[src/rtl/pipe_pkg.sv]
// rtl/pipe_pkg.sv - shared types and constants for the pipe scheduler
package pipe_pkg;

  typedef enum logic [1:0] {
    IDLE    = 2'd0,
    RUN     = 2'd1,
    PAUSED  = 2'd2,
    STOPPED = 2'd3
  } sched_state_t;

  localparam int         DISPLAY_COLS = 16;
  // Fibonacci taps 8,6,5,4 expressed as a mask over bits [7:0]
  localparam logic [7:0] LFSR_TAPS    = 8'hB8;
  localparam logic [7:0] SCORE_MAX    = 8'd255;

endpackage

[src/rtl/pipe_scheduler_if.sv]
// rtl/pipe_scheduler_if.sv - control/column bus between game logic and the pipe scheduler
interface pipe_scheduler_if;

  logic                                 start;
  logic                                 pause;
  logic                                 tick;
  logic                                 game_over;
  logic                                 col_strobe;
  logic                                 col_is_pipe;
  logic [1:0]                           gap_width;
  logic [1:0]                           gap_offset;
  logic [pipe_pkg::DISPLAY_COLS-1:0]    pipe_map;
  logic [7:0]                           score;
  logic                                 running;

  modport master (
    output start, pause, tick, game_over,
    input  col_strobe, col_is_pipe, gap_width, gap_offset, pipe_map, score, running
  );

  modport slave (
    input  start, pause, tick, game_over,
    output col_strobe, col_is_pipe, gap_width, gap_offset, pipe_map, score, running
  );

endinterface

[src/rtl/pipe_lfsr.sv]
// rtl/pipe_lfsr.sv - 8-bit Fibonacci LFSR (taps 8,6,5,4) with enable
module pipe_lfsr
  import pipe_pkg::*;
#(
  parameter logic [7:0] SEED   = 8'hA5,
  parameter int         Q_BITS = 8
) (
  input  logic              clk,
  input  logic              reset,
  input  logic              en,
  output logic [Q_BITS-1:0] q
);

  logic [7:0] q_q, q_d;

  always_comb begin
    q_d = q_q;
    if (en) q_d = {q_q[6:0], ^(q_q & LFSR_TAPS)};
  end

  always_ff @(posedge clk) begin
    if (reset) q_q <= SEED;
    else       q_q <= q_d;
  end

  // Callers may tap only the low bits they consume
  assign q = q_q[Q_BITS-1:0];

endmodule

[src/rtl/pipe_scheduler.sv]
// rtl/pipe_scheduler.sv - emits playfield columns, tracks pipes and score
// Optional: PIPE_SCHED_DIFFICULTY_EN shrinks pipe spacing as score grows.
module pipe_scheduler
  import pipe_pkg::*;
#(
  parameter int         PIPE_SPACING = 4,
  parameter int         MIN_SPACING  = 2,
  parameter int         BIRD_COL     = 3,
  parameter logic [7:0] LFSR_SEED    = 8'hA5
) (
  input  logic             clk,
  input  logic             reset,
  pipe_scheduler_if.slave  bus
);

  sched_state_t            state_q, state_d;
  logic                    col_strobe_q, col_strobe_d;
  logic                    col_is_pipe_q, col_is_pipe_d;
  logic [1:0]              gap_width_q, gap_width_d;
  logic [1:0]              gap_offset_q, gap_offset_d;
  logic [DISPLAY_COLS-1:0] pipe_map_q, pipe_map_d;
  logic [7:0]              score_q, score_d;
  logic [3:0]              space_cnt_q, space_cnt_d;
  logic [3:0]              spacing;
  logic [3:0]              lfsr_lo;

  pipe_lfsr #(.SEED(LFSR_SEED), .Q_BITS(4)) u_lfsr (
    .clk   (clk),
    .reset (reset),
    .en    (1'b1),
    .q     (lfsr_lo)
  );

  always_comb begin
    spacing = 4'(PIPE_SPACING);
`ifdef PIPE_SCHED_DIFFICULTY_EN
    if (8'(score_q[7:3]) + 8'(MIN_SPACING) >= 8'(PIPE_SPACING)) spacing = 4'(MIN_SPACING);
    else spacing = 4'(PIPE_SPACING) - 4'(score_q[7:3]);
`endif
  end

  always_comb begin
    state_d       = state_q;
    col_strobe_d  = 1'b0;
    col_is_pipe_d = 1'b0;
    gap_width_d   = gap_width_q;
    gap_offset_d  = gap_offset_q;
    pipe_map_d    = pipe_map_q;
    score_d       = score_q;
    space_cnt_d   = space_cnt_q;
    case (state_q)
      IDLE, STOPPED: begin
        // A fresh game always starts at base spacing since score is cleared
        if (bus.start) begin
          state_d     = RUN;
          pipe_map_d  = '0;
          score_d     = '0;
          space_cnt_d = 4'(PIPE_SPACING - 1);
        end
      end
      RUN: begin
        if (bus.game_over)  state_d = STOPPED;
        else if (bus.pause) state_d = PAUSED;
        else if (bus.tick) begin
          col_strobe_d = 1'b1;
          if (space_cnt_q == 4'd0) begin
            col_is_pipe_d = 1'b1;
            gap_width_d   = lfsr_lo[1:0];
            gap_offset_d  = lfsr_lo[3:2];
            space_cnt_d   = spacing - 4'd1;
          end else begin
            space_cnt_d   = space_cnt_q - 4'd1;
          end
          pipe_map_d = {col_is_pipe_d, pipe_map_q[DISPLAY_COLS-1:1]};
          if (pipe_map_q[BIRD_COL] && score_q != SCORE_MAX) score_d = score_q + 8'd1;
        end
      end
      PAUSED: begin
        if (bus.game_over)  state_d = STOPPED;
        else if (!bus.pause) state_d = RUN;
      end
      default: state_d = IDLE;
    endcase
  end

  always_ff @(posedge clk) begin
    if (reset) begin
      state_q       <= IDLE;
      col_strobe_q  <= 1'b0;
      col_is_pipe_q <= 1'b0;
      gap_width_q   <= 2'd0;
      gap_offset_q  <= 2'd0;
      pipe_map_q    <= '0;
      score_q       <= 8'd0;
      space_cnt_q   <= 4'd0;
    end else begin
      state_q       <= state_d;
      col_strobe_q  <= col_strobe_d;
      col_is_pipe_q <= col_is_pipe_d;
      gap_width_q   <= gap_width_d;
      gap_offset_q  <= gap_offset_d;
      pipe_map_q    <= pipe_map_d;
      score_q       <= score_d;
      space_cnt_q   <= space_cnt_d;
    end
  end

  assign bus.col_strobe  = col_strobe_q;
  assign bus.col_is_pipe = col_is_pipe_q;
  assign bus.gap_width   = gap_width_q;
  assign bus.gap_offset  = gap_offset_q;
  assign bus.pipe_map    = pipe_map_q;
  assign bus.score       = score_q;
  assign bus.running     = (state_q == RUN);

endmodule
[src/flat_wrapper.sv]
// flat-port wrapper written by rule: the top's interface ports become plain ports
module pipe_scheduler_flat import pipe_pkg::*;
#(
  parameter int         PIPE_SPACING = 4,
  parameter int         MIN_SPACING  = 2,
  parameter int         BIRD_COL     = 3,
  parameter logic [7:0] LFSR_SEED    = 8'hA5
)
  (clk, reset, bus_start, bus_pause, bus_tick, bus_game_over, bus_col_strobe, bus_col_is_pipe, bus_gap_width, bus_gap_offset, bus_pipe_map, bus_score, bus_running);
  pipe_scheduler_if bus_i ();
  input  logic clk;
  input  logic reset;
  input wire logic [$bits(bus_i.start)-1:0] bus_start;
  input wire logic [$bits(bus_i.pause)-1:0] bus_pause;
  input wire logic [$bits(bus_i.tick)-1:0] bus_tick;
  input wire logic [$bits(bus_i.game_over)-1:0] bus_game_over;
  output wire logic [$bits(bus_i.col_strobe)-1:0] bus_col_strobe;
  output wire logic [$bits(bus_i.col_is_pipe)-1:0] bus_col_is_pipe;
  output wire logic [$bits(bus_i.gap_width)-1:0] bus_gap_width;
  output wire logic [$bits(bus_i.gap_offset)-1:0] bus_gap_offset;
  output wire logic [$bits(bus_i.pipe_map)-1:0] bus_pipe_map;
  output wire logic [$bits(bus_i.score)-1:0] bus_score;
  output wire logic [$bits(bus_i.running)-1:0] bus_running;
  assign bus_i.start = bus_start;
  assign bus_i.pause = bus_pause;
  assign bus_i.tick = bus_tick;
  assign bus_i.game_over = bus_game_over;
  assign bus_col_strobe = bus_i.col_strobe;
  assign bus_col_is_pipe = bus_i.col_is_pipe;
  assign bus_gap_width = bus_i.gap_width;
  assign bus_gap_offset = bus_i.gap_offset;
  assign bus_pipe_map = bus_i.pipe_map;
  assign bus_score = bus_i.score;
  assign bus_running = bus_i.running;
  pipe_scheduler #(.PIPE_SPACING(PIPE_SPACING), .MIN_SPACING(MIN_SPACING), .BIRD_COL(BIRD_COL), .LFSR_SEED(LFSR_SEED)) u_core (.clk(clk), .reset(reset), .bus(bus_i));
endmodule
[config.mk]
export PLATFORM = sky130hd
export DESIGN_NAME = pipe_scheduler_flat
export DESIGN_NICKNAME = d
export VERILOG_FILES = /design/src/rtl/pipe_pkg.sv /design/src/rtl/pipe_scheduler_if.sv /design/src/rtl/pipe_lfsr.sv /design/src/rtl/pipe_scheduler.sv /design/src/flat_wrapper.sv
export SDC_FILE = /design/constraint.sdc
export NUM_CORES = 1
export LEC_CHECK = 0
export CORE_UTILIZATION = 51
export CTS_CLUSTER_SIZE = 28
export DETAILED_ROUTE_END_ITERATION = 10
export PLACE_DENSITY_LB_ADDON = 0.05
export SYNTH_ARGS = -nofsm -noshare
export SYNTH_HDL_FRONTEND = slang
export SYNTH_SLANG_ARGS = --single-unit
[constraint.sdc]
create_clock -name clk -period 5.2 [get_ports clk]
set_input_delay 1.04 -clock clk [delete_from_list [all_inputs] [get_ports clk]]
set_output_delay 1.04 -clock clk [all_outputs]
set_load 0.01 [all_outputs]
==> impl_results.md <==
* H-tree Lvls at 2
* Hold Crit Class: reg -> reg
* Area of the multi-input gates at 930 um2
* PortBufs at 36
* Number of setup buffers added after CTS at 0
* CTS Sinks at 44
* DPL Wire Length at 2680 um
* Syn Inst Count at 219
* Vias per cell at 5.44
* CTS clk-pin slew, worst paths at 90 ps
* Unrepaired setup endpoints after global routing: false
* Commonest cells after routing, fill and taps aside: nand2_1 (44), dfxtp_1 (44), clkdlybuf4s50_1 (36)
* Total Wirelength at 3960 um
* Post-synth EDFFs at 0
* Wirelength per Cell at 13.2 um
* Post-cts repair resize count at 0
* Worst-margin pin slew at 702 ps
* Largest cells by area after synthesis: dfxtp_1 (46%), nand2_1 (8.7%), a21oi_1 (6.6%)
* Async set-reset flop share out of synthesis at 0%
* Final setup viols at 0
* Share of cells above drive strength 1 at 7.48%
* Crit end category: flip-flop
* Via count at 1631
* Distinct cells, synth at 50
* Hold-fix buffers, CTS at 0
* WP data arrival at 3170 ps
* Setup TNS at 0 ps
* 1st-pass router iterations at 4
* PwrDens at 364 nW/um2
* Largest net degree at the start of global routing at 25
* Clock root buffer: clkbuf_8
* Filler cell count at 301
* Final Cycle Share at 57.3%
* Synthesized Nets at 230
* Placed cell count at 292
* Worst setup path category: in -> reg
* Register area share after synthesis at 46.5%
* DR DRC count at 0
* Die Height at 62.9 um
* Seq cells post-synth at 44
* Fmax at 336 MHz
* Area of the die at 3960 um2
* Leak Pwr at 0.000804 uW
* Worst setup SP type: primary input
* ANT cells at 0
* Iter 0 DRT Violations at 119
* Post-route cell area at 2380 um2
* Global-route wire length before repair at 6780 um
* TritonCTS Buffers at 5
* Post-route ant nets at 0
* CP Max Fanout at 20
* Mean Syn Cell Area at 8.65 um2
* Cell taking the most area after synthesis: dfxtp_1
* Total gr overflow at 0
* Worst VDD drop at 257 uV
* Ys Warns at 0
* Row cnt at 21
* Placed instance area at 2270 um2
* Clock skew at 4.75 ps
* Total GRT Usage at 21.2%
* Mapped cell area at 1890 um2
* Vias in the first global route at 1465
* Endpoints failing hold at 0
* Antenna violations before repair at 0
* Yosys top cell area share at 46.5%
* Initial Utilization at 55.0%
* Final non-filler cell total at 300
* Layout net count at 264
* CTS tree: built
* Fin crit period at 2980 ps
* Worst-case clock buffer depth at 2
* Area growth, synth to finish at 25.7%
* Top_reg_cell synth: dfxtp_1
* Max-cap check violation count at 0
* Max-slew violations at 0
* Status: finished clean
* CP required at 5400 ps
* Die width at 62.9 um
* Reg area at 881 um2
* Worst skew pair latency at 290 ps
* RePlAce Congestion at 0.776
* CORE AREA at 3440 um2
* Slew HR at 53.0%
* Io pins at 37
[layer usage]
metal  global-route usage [%]  vias up  wire [um]
met2                     31.5       53       1730
met5                        0        -          0
met4                     6.10        0         31
li1                         -      832          -
met3                     4.93        5        247
met1                     30.2      741       1960
[flip-flops by register name (all words and copies together), names as in the netlist]
name                    cells
u_core.bus.col_is_pipe      1
u_core.bus.col_strobe       1
u_core.bus.gap_offset       2
u_core.bus.gap_width        2
u_core.bus.pipe_map        16
u_core.bus.score            8
u_core.space_cnt_q          4
u_core.state_q              2
u_core.u_lfsr.q_q           8
[cells in the mapped netlist, types with 2 or more instances]
library cell / instances
nor2b_1: 4
and2_1: 2
inv_1: 10
a211oi_1: 3
o21ai_0: 7
or4b_1: 2
nor3_1: 3
o211ai_1: 2
a311oi_1: 2
nand4_1: 5
nor2_1: 6
nand2_1: 44
dfxtp_1: 44
xor2_1: 2
buf_2: 4
ha_1: 5
o31ai_1: 2
nand3_1: 11
a21oi_1: 25
clkbuf_1: 4
or2_2: 3
[final timing paths]
check,start,endpoint,slack [ps],cells past startpoint
max,bus_pause,u_core.bus.score[4]$_SDFFE_PP0P_,2220,5
min,u_core.u_lfsr.q_q[6]$_SDFF_PP0_,u_core.u_lfsr.q_q[7]$_SDFF_PP1_,420,1
max reg2reg,u_core.state_q[1]$_SDFFE_PP0P_,u_core.bus.score[4]$_SDFFE_PP0P_,2670,6
min reg2reg,u_core.u_lfsr.q_q[6]$_SDFF_PP0_,u_core.u_lfsr.q_q[7]$_SDFF_PP1_,420,1
[kinds of logic after synthesis]
logic type	Yosys count	synth area share, %
multiplexers	1	0.528
XOR/XNOR	3	1.39
AO/OA/AOI/OAI	50	16.2
flip-flops	44	46.5
AND/OR/NAND/NOR	97	27.7
adder cells (fa/ha/maj)	5	3.30
buffers and inverters	19	4.43
[power breakdown]
group | total, uW | internal, uW | switching (uW)
clock | 266 | 145 | 121
sequential | 370 | 357 | 13.4
combinational | 231 | 75.0 | 156
total | 867 | 577 | 290
[per-stage QoR]
step	hold slack [ps]	worst slack [ps]	utilization (%)	power [uW]
after floorplan	389	2960	-	555
after global placement	396	1960	65.8	605
after detailed placement	399	1930	65.8	607
after CTS	420	2230	69.2	871
after global routing	427	2090	69.2	917
final	416	2220	69.2	867
[area by class of cell]
type / count / share of cell area, %
multi-input cells: 156 / 39.0
flip-flops and latches: 44 / 37.0
well taps: 46 / 2.42
clock buffers: 5 / 2.89
repair buffers: 36 / 15.1
inverters: 10 / 1.58
clock inverters: 3 / 1.94
[worst max-delay path, stage by stage]
cell	delay, ps
clkdlybuf4s50_1	500
and4bb_1	550
o21a_1	630
o21ai_0	180
a31o_2	280
Power figures use the tool's default switching activity.
